### src/rtl/traffic_phase_sequencer.sv
// traffic_phase_sequencer: consumer side of timing_memory. Fetches one delay per
// light phase, counts it down, walks 5 phases per road and rotates round-robin
// over all roads, driving registered per-road lamp outputs.
// Optional build macro SEQ_FAULT_DETECT_EN: a zero or all-ones delay read in LOAD
// is treated as a memory fault and locks the sequencer into a flashing-yellow
// FLASH state until reset; the fault output is sticky.
module traffic_phase_sequencer #(
    parameter int states    = 6,
    parameter int roads     = 4,
    parameter int lights    = 5,
    parameter int count_max = 15
) (
    input  logic                         clk,
    input  logic                         reset,
    input  logic                         run,
    input  logic [$clog2(count_max)-1:0] timing_data,
    output logic [$clog2(roads)-1:0]     road_address,
    output logic [$clog2(states)-1:0]    light_address,
    output logic                         timing_enable,
    output logic [roads-1:0]             green,
    output logic [roads-1:0]             yellow,
    output logic [roads-1:0]             red,
    output logic                         phase_done,
    output logic                         fault
);

    localparam int CW = $clog2(count_max);
    localparam int RW = $clog2(roads);
    localparam int LW = $clog2(states);
    localparam logic [LW-1:0] LAST_LIGHT = LW'(lights - 1);
    localparam logic [RW-1:0] LAST_ROAD  = RW'(roads - 1);

`ifdef SEQ_FAULT_DETECT_EN
    typedef enum logic [1:0] {FETCH, LOAD, COUNT, FLASH} state_t;
    localparam logic [CW-1:0] FLASH_LAST = CW'(count_max - 1);
`else
    typedef enum logic [1:0] {FETCH, LOAD, COUNT} state_t;
`endif

    state_t          state_q, state_d;
    logic            started_q;   // low only in the cycle right after reset release
    logic [CW-1:0]   cnt_q, cnt_d;
    logic [RW-1:0]   road_q, road_d;
    logic [LW-1:0]   light_q, light_d;
    logic            te_q;
    logic [roads-1:0] green_q, green_d;
    logic [roads-1:0] yellow_q, yellow_d;
    logic [roads-1:0] red_q, red_d;
`ifdef SEQ_FAULT_DETECT_EN
    logic            fault_q, fault_d;
    logic [CW-1:0]   flash_cnt_q, flash_cnt_d;
`endif

    // Next-state logic: phase FSM, countdown and round-robin address advance
    always_comb begin
        state_d    = state_q;
        cnt_d      = cnt_q;
        road_d     = road_q;
        light_d    = light_q;
        phase_done = 1'b0;
`ifdef SEQ_FAULT_DETECT_EN
        fault_d    = fault_q;
`endif
        if (!started_q) begin
            // First edge after reset launches the FETCH of road 0, phase 0
            state_d = FETCH;
        end else begin
            case (state_q)
                FETCH: state_d = LOAD;
                LOAD: begin
`ifdef SEQ_FAULT_DETECT_EN
                    if (timing_data == '1 || timing_data == '0) begin
                        state_d = FLASH;
                        fault_d = 1'b1;
                        road_d  = '0;
                        light_d = '0;
                    end else begin
                        cnt_d   = timing_data;
                        state_d = COUNT;
                    end
`else
                    // A zero delay still gives the phase one count cycle
                    cnt_d   = (timing_data == '0) ? CW'(1) : timing_data;
                    state_d = COUNT;
`endif
                end
                COUNT: begin
                    if (run) begin
                        if (cnt_q == CW'(1)) begin
                            phase_done = 1'b1;
                            state_d    = FETCH;
                            if (light_q == LAST_LIGHT) begin
                                light_d = '0;
                                road_d  = (road_q == LAST_ROAD) ? '0 : road_q + 1'b1;
                            end else begin
                                light_d = light_q + 1'b1;
                            end
                        end else begin
                            cnt_d = cnt_q - 1'b1;
                        end
                    end
                end
`ifdef SEQ_FAULT_DETECT_EN
                FLASH: state_d = FLASH;
`endif
                default: state_d = FETCH;
            endcase
        end
    end

    // Lamp decode from the next address so lamps change on the same edge as the phase
    always_comb begin
        red_d    = '1;
        green_d  = '0;
        yellow_d = '0;
`ifdef SEQ_FAULT_DETECT_EN
        flash_cnt_d = flash_cnt_q;
`endif
        case (light_d)
            LW'(0): yellow_d[road_d] = 1'b1;
            LW'(1): begin
                green_d[road_d] = 1'b1;
                red_d[road_d]   = 1'b0;
            end
            LW'(2): begin
                yellow_d[road_d] = 1'b1;
                red_d[road_d]    = 1'b0;
            end
            default: ;
        endcase
`ifdef SEQ_FAULT_DETECT_EN
        if (state_d == FLASH) begin
            red_d   = '0;
            green_d = '0;
            if (state_q != FLASH) begin
                yellow_d    = '1;
                flash_cnt_d = '0;
            end else if (flash_cnt_q == FLASH_LAST) begin
                yellow_d    = ~yellow_q;
                flash_cnt_d = '0;
            end else begin
                yellow_d    = yellow_q;
                flash_cnt_d = flash_cnt_q + 1'b1;
            end
        end
`endif
    end

    // State and registered outputs
    always_ff @(posedge clk or posedge reset) begin
        if (reset) begin
            state_q   <= FETCH;
            started_q <= 1'b0;
            cnt_q     <= '0;
            road_q    <= '0;
            light_q   <= '0;
            te_q      <= 1'b0;
            green_q   <= '0;
            yellow_q  <= '0;
            red_q     <= '1;
`ifdef SEQ_FAULT_DETECT_EN
            fault_q     <= 1'b0;
            flash_cnt_q <= '0;
`endif
        end else begin
            state_q   <= state_d;
            started_q <= 1'b1;
            cnt_q     <= cnt_d;
            road_q    <= road_d;
            light_q   <= light_d;
            te_q      <= (state_d == FETCH);
            green_q   <= green_d;
            yellow_q  <= yellow_d;
            red_q     <= red_d;
`ifdef SEQ_FAULT_DETECT_EN
            fault_q     <= fault_d;
            flash_cnt_q <= flash_cnt_d;
`endif
        end
    end

    assign road_address  = road_q;
    assign light_address = light_q;
    assign timing_enable = te_q;
    assign green         = green_q;
    assign yellow        = yellow_q;
    assign red           = red_q;
`ifdef SEQ_FAULT_DETECT_EN
    assign fault = fault_q;
`else
    assign fault = 1'b0;
`endif

endmodule

### config.mk
export PLATFORM = sky130hd
export DESIGN_NAME = traffic_phase_sequencer
export DESIGN_NICKNAME = d
export VERILOG_FILES = /design/src/rtl/traffic_phase_sequencer.sv
export SDC_FILE = /design/constraint.sdc
export NUM_CORES = 1
export LEC_CHECK = 0
export ABC_CLOCK_PERIOD_IN_PS = 1620
export CORE_MARGIN = 8
export CORE_UTILIZATION = 45
export CTS_BUF_LIST = sky130_fd_sc_hd__clkbuf_16
export DETAILED_ROUTE_END_ITERATION = 16
export GPL_TIMING_DRIVEN = 0
export HOLD_SLACK_MARGIN = 0.06
export PLACE_DENSITY = 0.74
export SLEW_MARGIN = 40
export SYNTH_ARGS = -nofsm -noshare
export SYNTH_HDL_FRONTEND = slang
export SYNTH_SLANG_ARGS = --single-unit
### constraint.sdc
create_clock -name clk -period 1.62 [get_ports clk]
set_input_delay 0.162 -clock clk [delete_from_list [all_inputs] [get_ports clk]]
set_output_delay 0.162 -clock clk [all_outputs]
set_load 0.03 [all_outputs]
==> metrics.csv, run 1 <==
stage,metric,value,unit
critical_path,path_class,reg2reg,
critical_path,crit_chain,inv_2 > ha_4 > nand2_4 > nor3_4 > buf_12 > mux2_4 > nand3b_1,
yosys,synth_warnings,0,
pwr,power,2310,µW
yosys,ys_seq_area_share,48.6,%
worst_hold_path,hold_class,in2async,
sta,layout_setup_ws,-64.9,ps
placed_design,numPortBuffers,25,
yosys,synth_nets,137,
run_status,violations,negative setup slack,
sta,drv_slew,0,
critical_path,cp-start-kind,register,
pwr,p_per_area,1230,nW/µm²
critical_path,cp.depth,7,
critical_path,cpLargestDelayFamily,flip-flops,
sta,finalSetupTns,-198,ps
clocking,cts_buffers,3,
clocking,cts_tree,built,
sta,skew,2.88,ps
clocking,clk_latency,260,ps
sta,finalCriticalPeriod,1680,ps
yosys,async_flop_share,100,%
cells_and_area,final_layout_size_suffix_gt1_share,30.1,%
yosys,syn_area_per_cell,10.4,µm²
critical_path,crit_path_end_kind,register,
sta,hold_viol,0,
floorplan,die_area,4860,µm²
cells_and_area,layout.nets,179,
global_routing,grt_max_degree,26,
critical_path,cp_num_buf_inv,2,
run,drv_cap,0,
critical_path,cp-endpoint,red[2]$_DFF_PP1_,
drt,avgViaCountPerCell,5.41,
placed_design,hpwl,1.97,mm
yosys,yosys.area.top_type_share,40.5,%
pwr,max-vdd-ir-drop,0.952,mV
critical_path,path_max_fanout,7,
drt,drtIter0Drc,34,
critical_path,worst-r2r-setup-slack,-60,ps
global_routing,antenna_found_initial,0,
critical_path,rr_endpoint,red[2]$_DFF_PP1_,
critical_path,critPathRequiredTime,1780,ps
yosys,yosys.cell_types.count,38,
drt,wl_per_cell,14.5,µm
placed_design,place_area,1620,µm²
yosys,ys_top_cells_by_area,"dfrtp_1, dfstp_2, nor2_1, ha_1, o21ai_0",
critical_path,crit_slowest_cell,dfrtp_2,
floorplan,rows,19,
global_routing,grt_pass1_wl,4.58,mm
floorplan,core,2760,µm²
placed_design,place_congestion,0.817,
floorplan,io_pins,27,
clocking,clockBufferDepth,2,
critical_path,slowest_delay,460,ps
cells_and_area,syn2layout_area_growth,44.3,%
sta,fmax,594,MHz
clocking,clockRootBuffer,clkbuf_16,
cells_and_area,fill_cells,219,
sta,rsz0062_at_grt,yes,
run_status,status,"finished, violations left",
drt,ant_nets,0,
critical_path,worst-r2r-cell-count,7,
yosys,ys.flop_type,dfrtp_1,
yosys,synth_edf_count,0,
sta,post-route-period-util,104,%
pwr,p_leak,0.000805,µW
placed_design,place_ws,-520,ps
cells_and_area,diodes,0,
global_routing,grt_use_total,11.0,%
cells_and_area,fin_area,1870,µm²
sta,hold_ws,248,ps
drt,totalWireLength,2.86,mm
yosys,synth-seq-cells,25,
global_routing,grt_pass1_vias,1083,
sta,worst_pin_slew,503,ps
drt,drtPass1Iterations,4,
floorplan,start_util,47.1,%
yosys,synth_area_leader_cell,dfrtp_1,
floorplan,die_width,69.7,µm
clocking,cts_hold_buf,0,
critical_path,r2r-start,light_address[0]$_DFF_PP0_,
global_routing,grt_overflow_total,0,
yosys,netlist_area,1300,µm²
critical_path,crit_start,light_address[0]$_DFF_PP0_,
floorplan,die_h,69.7,µm
drt,vias,1065,
sta,slew_headroom,66.4,%
clocking,cts_sinks,25,
clocking,path_clk_slew,70,ps
drt,drcViolationCount,0,
clocking,htreeDepth,1,
sta,finalSetupViolCount,8,
yosys,synth_cells,125,
critical_path,arrival,1850,ps
[per-stage QoR]
step                      cells  util [%]
after floorplan             125         -
after global placement      181      58.8
after detailed placement    181      58.8
after CTS                   192      64.7
after global routing        197      67.9
final                       197      67.9
[state kept, by name (all words and copies together) (netlist names)]
name           count
cnt_q              4
green              4
light_address      3
red                4
road_address       2
started_q          1
state_q            2
timing_enable      1
yellow             4
[cell usage in the layout, fill, tap and decap left out, drive strengths merged, types with 2 or more instances in the layout]
cell type / n
a211oi: 2
conb: 2
clkbuf: 4
dfstp: 4
and3b: 2
nand2b: 2
nand3b: 5
o221ai: 2
a21oi: 2
buf: 15
ha: 5
nor3b: 2
nand3: 3
nand2: 6
mux2: 4
nor2b: 2
o21ai: 12
dlymetal6s2s: 3
mux2i: 3
clkdlybuf4s50: 20
nor3: 5
inv: 6
nor2: 19
dfrtp: 21
[timing repair]
| action | CTS | global route |
|---|---|---|
| pin swaps | 1 | 1 |
| gates resized for setup | 14 | 16 |
| endpoints found under the setup margin | 17 | 22 |
| buffers inserted | 7 | 5 |
| hold endpoints to repair | 0 | 0 |
[kinds of logic after synthesis]
logic type      count (synthesis)  share of synthesized area (%)
simple gates                   50                           23.0
compound gates                 25                           12.5
flops                          25                           48.6
buf+inv                         9                           2.99
mux                             7                           6.07
fa+ha+maj                       5                           4.82
other cells                     2                          0.579
xor+xnor                        2                           1.35
[worst min-delay path by stage]
| stage | startpoint | endpoint | depth (start not counted) |
|---|---|---|---|
| final | reset | state_q[0]$_DFF_PP0_ | 2 |
| after global routing | reset | state_q[0]$_DFF_PP0_ | 2 |
| after CTS | reset | state_q[0]$_DFF_PP0_ | 2 |
| after detailed placement | state_q[0]$_DFF_PP0_ | state_q[0]$_DFF_PP0_ | 1 |
| after global placement | state_q[0]$_DFF_PP0_ | state_q[0]$_DFF_PP0_ | 1 |
| after floorplan | reset | cnt_q[0]$_DFFE_PP0P_ | 1 |
[metal layers]
| layer | global-route usage, % | vias up | routed length (µm) |
|---|---|---|---|
| met5 | 0 | - | 0 |
| met4 | 4.46 | 0 | 50 |
| met3 | 2.58 | 6 | 158 |
| met2 | 20.3 | 31 | 1510 |
| met1 | 11.7 | 503 | 1140 |
| li1 | - | 525 | - |
[worst reg2reg max path: stages, from the launching register on]
cell	delay, ps
dfrtp_2	460
inv_2	120
ha_4	160
nand2_4	70
nor3_4	160
buf_12	140
mux2_4	310
nand3b_1	170
[power breakdown]
group          total (µW)  internal, µW  switching (µW)
logic                 904           405             499
clock network         555           335             220
registers             846           742             104
[cell usage after synthesis, types with 2 or more instances]
| master | n |
|---|---|
| dfrtp_1 | 21 |
| nor2_1 | 19 |
| o21ai_0 | 12 |
| inv_1 | 6 |
| nand2_1 | 6 |
| ha_1 | 5 |
| nand3b_1 | 5 |
| dfstp_2 | 4 |
| nor3_1 | 4 |
| mux2_2 | 3 |
| mux2i_1 | 3 |
| nand3_1 | 3 |
| a211oi_1 | 2 |
| a21oi_1 | 2 |
| and3b_1 | 2 |
| conb_1 | 2 |
| nand2b_1 | 2 |
| nor2b_1 | 2 |
| nor3b_1 | 2 |
| o221ai_1 | 2 |
[cell type report]
cell class                 count  area, µm²  area share, %
clock buffer                   3       75.1           4.01
inverter                       6       22.5           1.20
sequential                    25        634           33.9
timing repair buffer          37        368           19.7
multi-input combinational     91        709           37.9
buffer                         3       16.3          0.869
clock inverter                 1       7.51          0.401
tap                           31       38.8           2.07
Note: power is estimated with default switching activity, not from simulation.
==> inputs of run 2 (changes only) <==
- SLEW_MARGIN: 40 -> not set
==> metrics.csv, run 2 (synthesized netlist as in run 1, its figures left out) <==
stage,metric,value,unit,change
sta,hold_viol,0,,unchanged
drt,avgViaCountPerCell,5.41,,unchanged
sta,fmax,594,MHz,about the same
clocking,cts_sinks,25,,unchanged
floorplan,io_pins,27,,unchanged
pwr,swShare,35.7,%,about the same
critical_path,worst-r2r-setup-slack,-60,ps,about the same
clocking,htreeDepth,1,,unchanged
global_routing,grt_busiest_layer,met2,,unchanged
clocking,cts_buffers,3,,unchanged
clocking,clockRootBuffer,clkbuf_16,,unchanged
cells_and_area,final_layout_size_suffix_gt1_share,29.5,%,was 30.1%
global_routing,grt_pass1_wl,4.58,mm,unchanged
pwr,netSwitchingPower,823,µW,about the same
critical_path,cp-start-kind,register,,unchanged
placed_design,place_congestion,0.817,,unchanged
global_routing,antenna_found_initial,0,,unchanged
critical_path,crit_slowest_cell,dfrtp_2,,unchanged
sta,finalSetupViolCount,7,,was 8
sta,finalCriticalPeriod,1680,ps,about the same
critical_path,path_max_fanout,7,,unchanged
sta,worst_pin_slew,907,ps,was 503 ps
global_routing,grt_overflow_total,0,,unchanged
drt,drtPass1Iterations,4,,unchanged
placed_design,numPortBuffers,25,,unchanged
global_routing,use_met1,11.7,%,unchanged
floorplan,die_h,69.7,µm,unchanged
critical_path,critPathRequiredTime,1780,ps,about the same
global_routing,grt_use_total,11.0,%,unchanged
clocking,clockBufferDepth,2,,unchanged
drt,vias,1065,,unchanged
pwr,seqPwrFrac,36.7,%,about the same
floorplan,die_width,69.7,µm,unchanged
pwr,p_leak,0.000806,µW,was 0.000805 µW
clocking,clk_latency,260,ps,about the same
cells_and_area,syn2layout_area_growth,44.3,%,unchanged
critical_path,cp_num_buf_inv,2,,unchanged
sta,finalSetupTns,-193,ps,was -198 ps
sta,post-route-period-util,104,%,about the same
clocking,path_clk_slew,70,ps,about the same
sta,slew_headroom,39.5,%,was 66.4%
global_routing,grt_pass1_vias,1083,,unchanged
placed_design,hpwl,1.97,mm,about the same
critical_path,worst-r2r-cell-count,7,,unchanged
global_routing,grt_max_degree,26,,unchanged
floorplan,core,2760,µm²,unchanged
cells_and_area,mostFrequentLayoutCell,clkdlybuf4s50_1,,unchanged
floorplan,rows,19,,unchanged
pwr,clkPwrFrac,24.1,%,about the same
global_routing,met2_usage,20.3,%,unchanged
sta,layout_setup_ws,-63.0,ps,was -64.9 ps
run_status,violations,negative setup slack,,unchanged
critical_path,slowest_delay,460,ps,about the same
cells_and_area,diodes,0,,unchanged
worst_hold_path,hold_class,in2async,,unchanged
floorplan,start_util,47.1,%,unchanged
critical_path,r2r-start,light_address[0]$_DFF_PP0_,,unchanged
critical_path,crit_chain,inv_2 > ha_4 > nand2_4 > nor3_4 > buf_12 > mux2_4 > nand3b_1,,unchanged
drt,totalWireLength,2.86,mm,unchanged
sta,skew,2.89,ps,was 2.88 ps
critical_path,cpLargestDelayFamily,flip-flops,,unchanged
cells_and_area,layout.nets,179,,unchanged
drt,ant_nets,0,,unchanged
cells_and_area,final_cell_mix,"clkdlybuf4s50_1, dfrtp_1, nor2_1",,unchanged
drt,drcViolationCount,0,,unchanged
sta,rsz0062_at_grt,yes,,unchanged
sta,drv_slew,0,,unchanged
drt,drtIter0Drc,34,,unchanged
cells_and_area,fill_cells,219,,unchanged
cells_and_area,fin_util,67.9,%,unchanged
pwr,max-vdd-ir-drop,0.952,mV,about the same
pwr,power,2300,µW,was 2310 µW
pwr,p_int,1480,µW,about the same
run,drv_cap,0,,unchanged
drt,wl_per_cell,14.5,µm,unchanged
global_routing,gr-usage-met3,2.58,%,unchanged
critical_path,rr_endpoint,red[2]$_DFF_PP1_,,unchanged
clocking,cts_tree,built,,unchanged
critical_path,arrival,1850,ps,about the same
clocking,cts_hold_buf,0,,unchanged
sta,hold_ws,400,ps,was 248 ps
critical_path,crit_path_end_kind,register,,unchanged
pwr,p_per_area,1230,nW/µm²,about the same
critical_path,path_class,reg2reg,,unchanged
floorplan,die_area,4860,µm²,unchanged
run_status,status,"finished, violations left",,unchanged
pwr,comb_power_share,39.2,%,about the same
run 2: cell counts in the layout (fill, tap and decap cells not counted):
Identical to the previous run, type by type.
run 2: through the flow:
stage | cell area, µm² | std cells | setup WS (ps)
after detailed placement | 1620 | 181 | -520
after global routing | 1870 | 197 | -138
final | 1870 | 197 | -63.0
after floorplan | 1330 | 125 | -122
after CTS | 1790 | 192 | -72.3
after global placement | 1620 | 181 | -498
run 2: power groups by stage:
stage                     Combinational, µW  Clock, µW  Sequential, µW
after floorplan                         445          0             949
after global placement                  746          0             858
after detailed placement                774          0             860
after CTS                               824        571             854
after global routing                    980        591             864
final                                   904        555             846
run 2: worst max-delay path by stage:
stage	slack [ps]	cells after the start	end	start
after floorplan	-120	6	red[2]$_DFF_PP1_	light_address[0]$_DFF_PP0_
after global placement	-500	5	phase_done	run
after detailed placement	-520	5	phase_done	run
after CTS	-70	7	red[2]$_DFF_PP1_	cnt_q[1]$_DFFE_PP0P_
after global routing	-140	7	red[2]$_DFF_PP1_	cnt_q[1]$_DFFE_PP0P_
final	-60	7	red[2]$_DFF_PP1_	light_address[0]$_DFF_PP0_
run 2: cell type report:
type / count / area [µm²] / share of cell area, %
Buffer: 3 / 16.3 / 0.869
Clock buffer: 3 / 75.1 / 4.01
Clock inverter: 1 / 7.51 / 0.401
Inverter: 6 / 22.5 / 1.20
Multi-Input combinational cell: 91 / 709 / 37.9
Sequential cell: 25 / 634 / 33.9
Tap cell: 31 / 38.8 / 2.07
Timing Repair Buffer: 37 / 368 / 19.7
run 2: layer usage:
| metal | up-vias | share of wire (%) |
|---|---|---|
| met5 | - | 0 |
| met4 | 0 | 1.7 |
| met3 | 6 | 5.8 |
| met2 | 33 | 52 |
| met1 | 501 | 40 |
| li1 | 525 | - |
run 2: what timing repair did:
action | 4_1_cts | 5_1_grt
gates cloned | 0 | 0
buffers inserted | 7 | 5
gates resized for setup | 14 | 16
pin swaps | 1 | 1
setup endpoints to repair | 17 | 22
==> edit, RTL diff (flow settings as in run 1) <==
The option `SEQ_FAULT_DETECT_EN` is turned on by a define.
--- a/src/rtl/traffic_phase_sequencer.sv
+++ b/src/rtl/traffic_phase_sequencer.sv
@@ -5,4 +5,6 @@
 // is treated as a memory fault and locks the sequencer into a flashing-yellow
 // FLASH state until reset; the fault output is sticky.
+`define SEQ_FAULT_DETECT_EN
+
 module traffic_phase_sequencer #(
     parameter int states    = 6,
Check against the original RTL: not equivalent (a bounded check fails within 4 cycles, from zero or initial values and one cycle with reset high).
==> edit against run 1 <==
  * The run still ends with negative setup slack left
  * Power rose by 67%
  * Global-route usage rose by 6.8 points
  * Final area up 45%
  * Sequential cell count grew 5
  * Area after synthesis rose by 32%
  * Routed wire length up 100%
  * Combinational power rose by 100%
  * First-iteration DRC count grew 140%
  * Worst hold slack improved by 0.029 ns
  * Worst setup slack got worse by 0.61 ns
  * Largest cell class unchanged
==> edit: results (changes against run 1) <==
- Status: finished, violations left (unchanged)
- Failing checks: negative setup slack (unchanged)
- Dpl ws: -0.858 ns (was -0.520 ns)
- Endpoints failing setup: 27 (was 8)
- Crit path to: yellow[1] (was red[2])
- Tot GR Track Use: 0.178 (was 0.110)
- Worst r2r src: cnt_q[1] (was light_address[0])
- Worst r2r path cells: 8 (was 7)
- Area contributors post-synth: dfrtp_1 38%, ha_1 8.0%, dfstp_2 6.1% (was dfrtp_1 41%, dfstp_2 8.1%, nor2_1 5.5%)
- First-pass GRT wire length: 8710 um (was 4580 um)
- H-tree depth: 2 (was 1)
- IO buf count: 26 (was 25)
- Post-synthesis sequential area ratio: 0.441 (was 0.486)
- Post-Place Cells: 245 (was 181)
- Post-synthesis xor/xnor area fraction: 0.0255 (was 0.0135)
- Initial DRC Count: 82 (was 34)
- Mux cell area share after synthesis: 0.0124 (was 0.0608)
- Non-filler cells, final: 281 (was 197)
- Synth Area in Compound Gates: 0.223 (was 0.125)
- Worst setup margin: -0.673 ns (was -0.0649 ns)
- Synth cell count leaders: 26 x dfrtp_1, 14 x nand2_1, 13 x nor2_1 (was 21 x dfrtp_1, 19 x nor2_1, 12 x o21ai_0)
- WL final: 5780 um (was 2860 um)
- Syn_area_per_cell: 10.0 um2 (was 10.4 um2)
- Layout cell share with drive strength beyond 1: 0.438 (was 0.301)
- Number of global-route vias before repair: 1771 (was 1083)
- Antenna Cells: 0 (unchanged)
- Max Clock Skew: 0.00512 ns (was 0.00288 ns)
- Post-synth ARST share: 1.00 (unchanged)
- Max FO, Critical Path: 3 (was 7)
- Routability congestion estimate: 0.781 (was 0.817)
- Filler Cells Inserted: 229 (was 219)
- Skew-Pair Late Insertion Delay: 0.28 ns (was 0.26 ns)
- Arr. time, crit path: 2.48 ns (was 1.85 ns)
- Distinct cells, synth: 55 (was 38)
- Mapped Nets: 189 (was 137)
- Largest net degree at the start of global routing: 31 (was 26)
- Antenna violations before repair: 0 (unchanged)
- VDD IR max: 1.05 mV (was 0.952 mV)
- Reg clk slew, reported paths: 0.05 ns (was 0.07 ns)
- Actual slew at the worst max-slew pin: 0.603 ns (was 0.503 ns)
- Dpl cell area: 0.00208 mm2 (was 0.00162 mm2)
- Adder-Cell Fraction of Synth Area: 0.0803 (was 0.0482)
- Switch share: 0.385 (was 0.357)
- CTS Buf Count: 5 (was 3)
- LEAKAGE: 1.19 nW (was 0.805 nW)
- HPWL after DPL: 2960 um (was 1970 um)
- Detailed-route via count: 1679 (was 1065)
edit: cell types whose count changed after synthesis, moves of 4 or more:
cell     before  now
o21a_1        1    6
nand2_1       6   14
dfrtp_1      21   26
ha_1          5   11
inv_1         6   11
nor2_1       19   13
nand4_1       0    4
a31oi_1       0    6
edit: critical path: stages, from the launching register on:
cell and delay [ns]:
dfrtp_1 0.39, inv_2 0.08, ha_4 0.15, nand4bb_4 0.13, or4_4 0.56, or4_1 0.40, mux2i_1 0.17, a21oi_2 0.08
a221oi_2 0.24
edit: per-stage QoR:
| stage | total power, mW | setup TNS (ns) |
|---|---|---|
| after floorplan | 1.94 | -4.32 |
| after global placement | 2.28 | -16.67 |
| after detailed placement | 2.35 | -16.93 |
| after CTS | 3.61 | -9.34 |
| after global routing | 3.99 | -12.99 |
| final | 3.84 | -11.55 |
edit: cell type report:
cell class,instances,area [um2],share of cell area
well taps,48,60.1,0.0222
plain buffers,3,23.8,0.00877
repair buffers,56,541,0.199
clock buffers,5,125,0.0461
clock inverters,3,16.3,0.00600
multi-input cells,124,1130,0.417
inverters,12,55.1,0.0203
flip-flops and latches,30,761,0.281
edit: what timing repair did:
action                     in CTS  in global routing
gates resized for setup        63                 27
gates cloned                    1                  0
setup buffers                  22                  7
setup endpoints to repair      29                 33
pin swaps                      14                  4
edit: cells by family (layout without fill, tap and decap cells):
family                   after synthesis  count (layout)
AND/OR/NAND/NOR                       54              54
other                                  1               1
XOR/XNOR                               5               5
buffers and inverters                 17              79
flip-flops                            30              30
multiplexers                           2               2
AO/OA/AOI/OAI                         51              51
adder cells (fa/ha/maj)               11              11
edit: worst min path at each step:
stage / start / endpoint / slack, ns / cells past startpoint
2_1_floorplan: reset / cnt_q[0] / 0.25 / 1
3_3_place_gp: fault / fault / 0.45 / 1
3_5_place_dp: fault / fault / 0.46 / 1
4_1_cts: reset / flash_cnt_q[1] / 0.31 / 2
5_1_grt: timing_data[0] / cnt_q[0] / 0.34 / 3
6_report: reset / flash_cnt_q[1] / 0.28 / 2
edit: per-layer routing:
| layer | global-route usage | vias to the layer above | part of all wire |
|---|---|---|---|
| li1 | - | 746 | - |
| met3 | 0.0392 | 28 | 0.044 |
| met1 | 0.180 | 842 | 0.37 |
| met2 | 0.335 | 63 | 0.54 |
| met4 | 0.0830 | 0 | 0.046 |
| met5 | 0 | - | 0 |
edit: power by group through the flow:
stage          clock network, mW  logic (mW)  registers, mW
4_1_cts                    0.887        1.62           1.10
5_1_grt                    0.918        1.93           1.14
6_report                   0.888        1.83           1.12
2_1_floorplan                  0       0.651           1.29
3_5_place_dp                   0        1.22           1.13
3_3_place_gp                   0        1.17           1.11
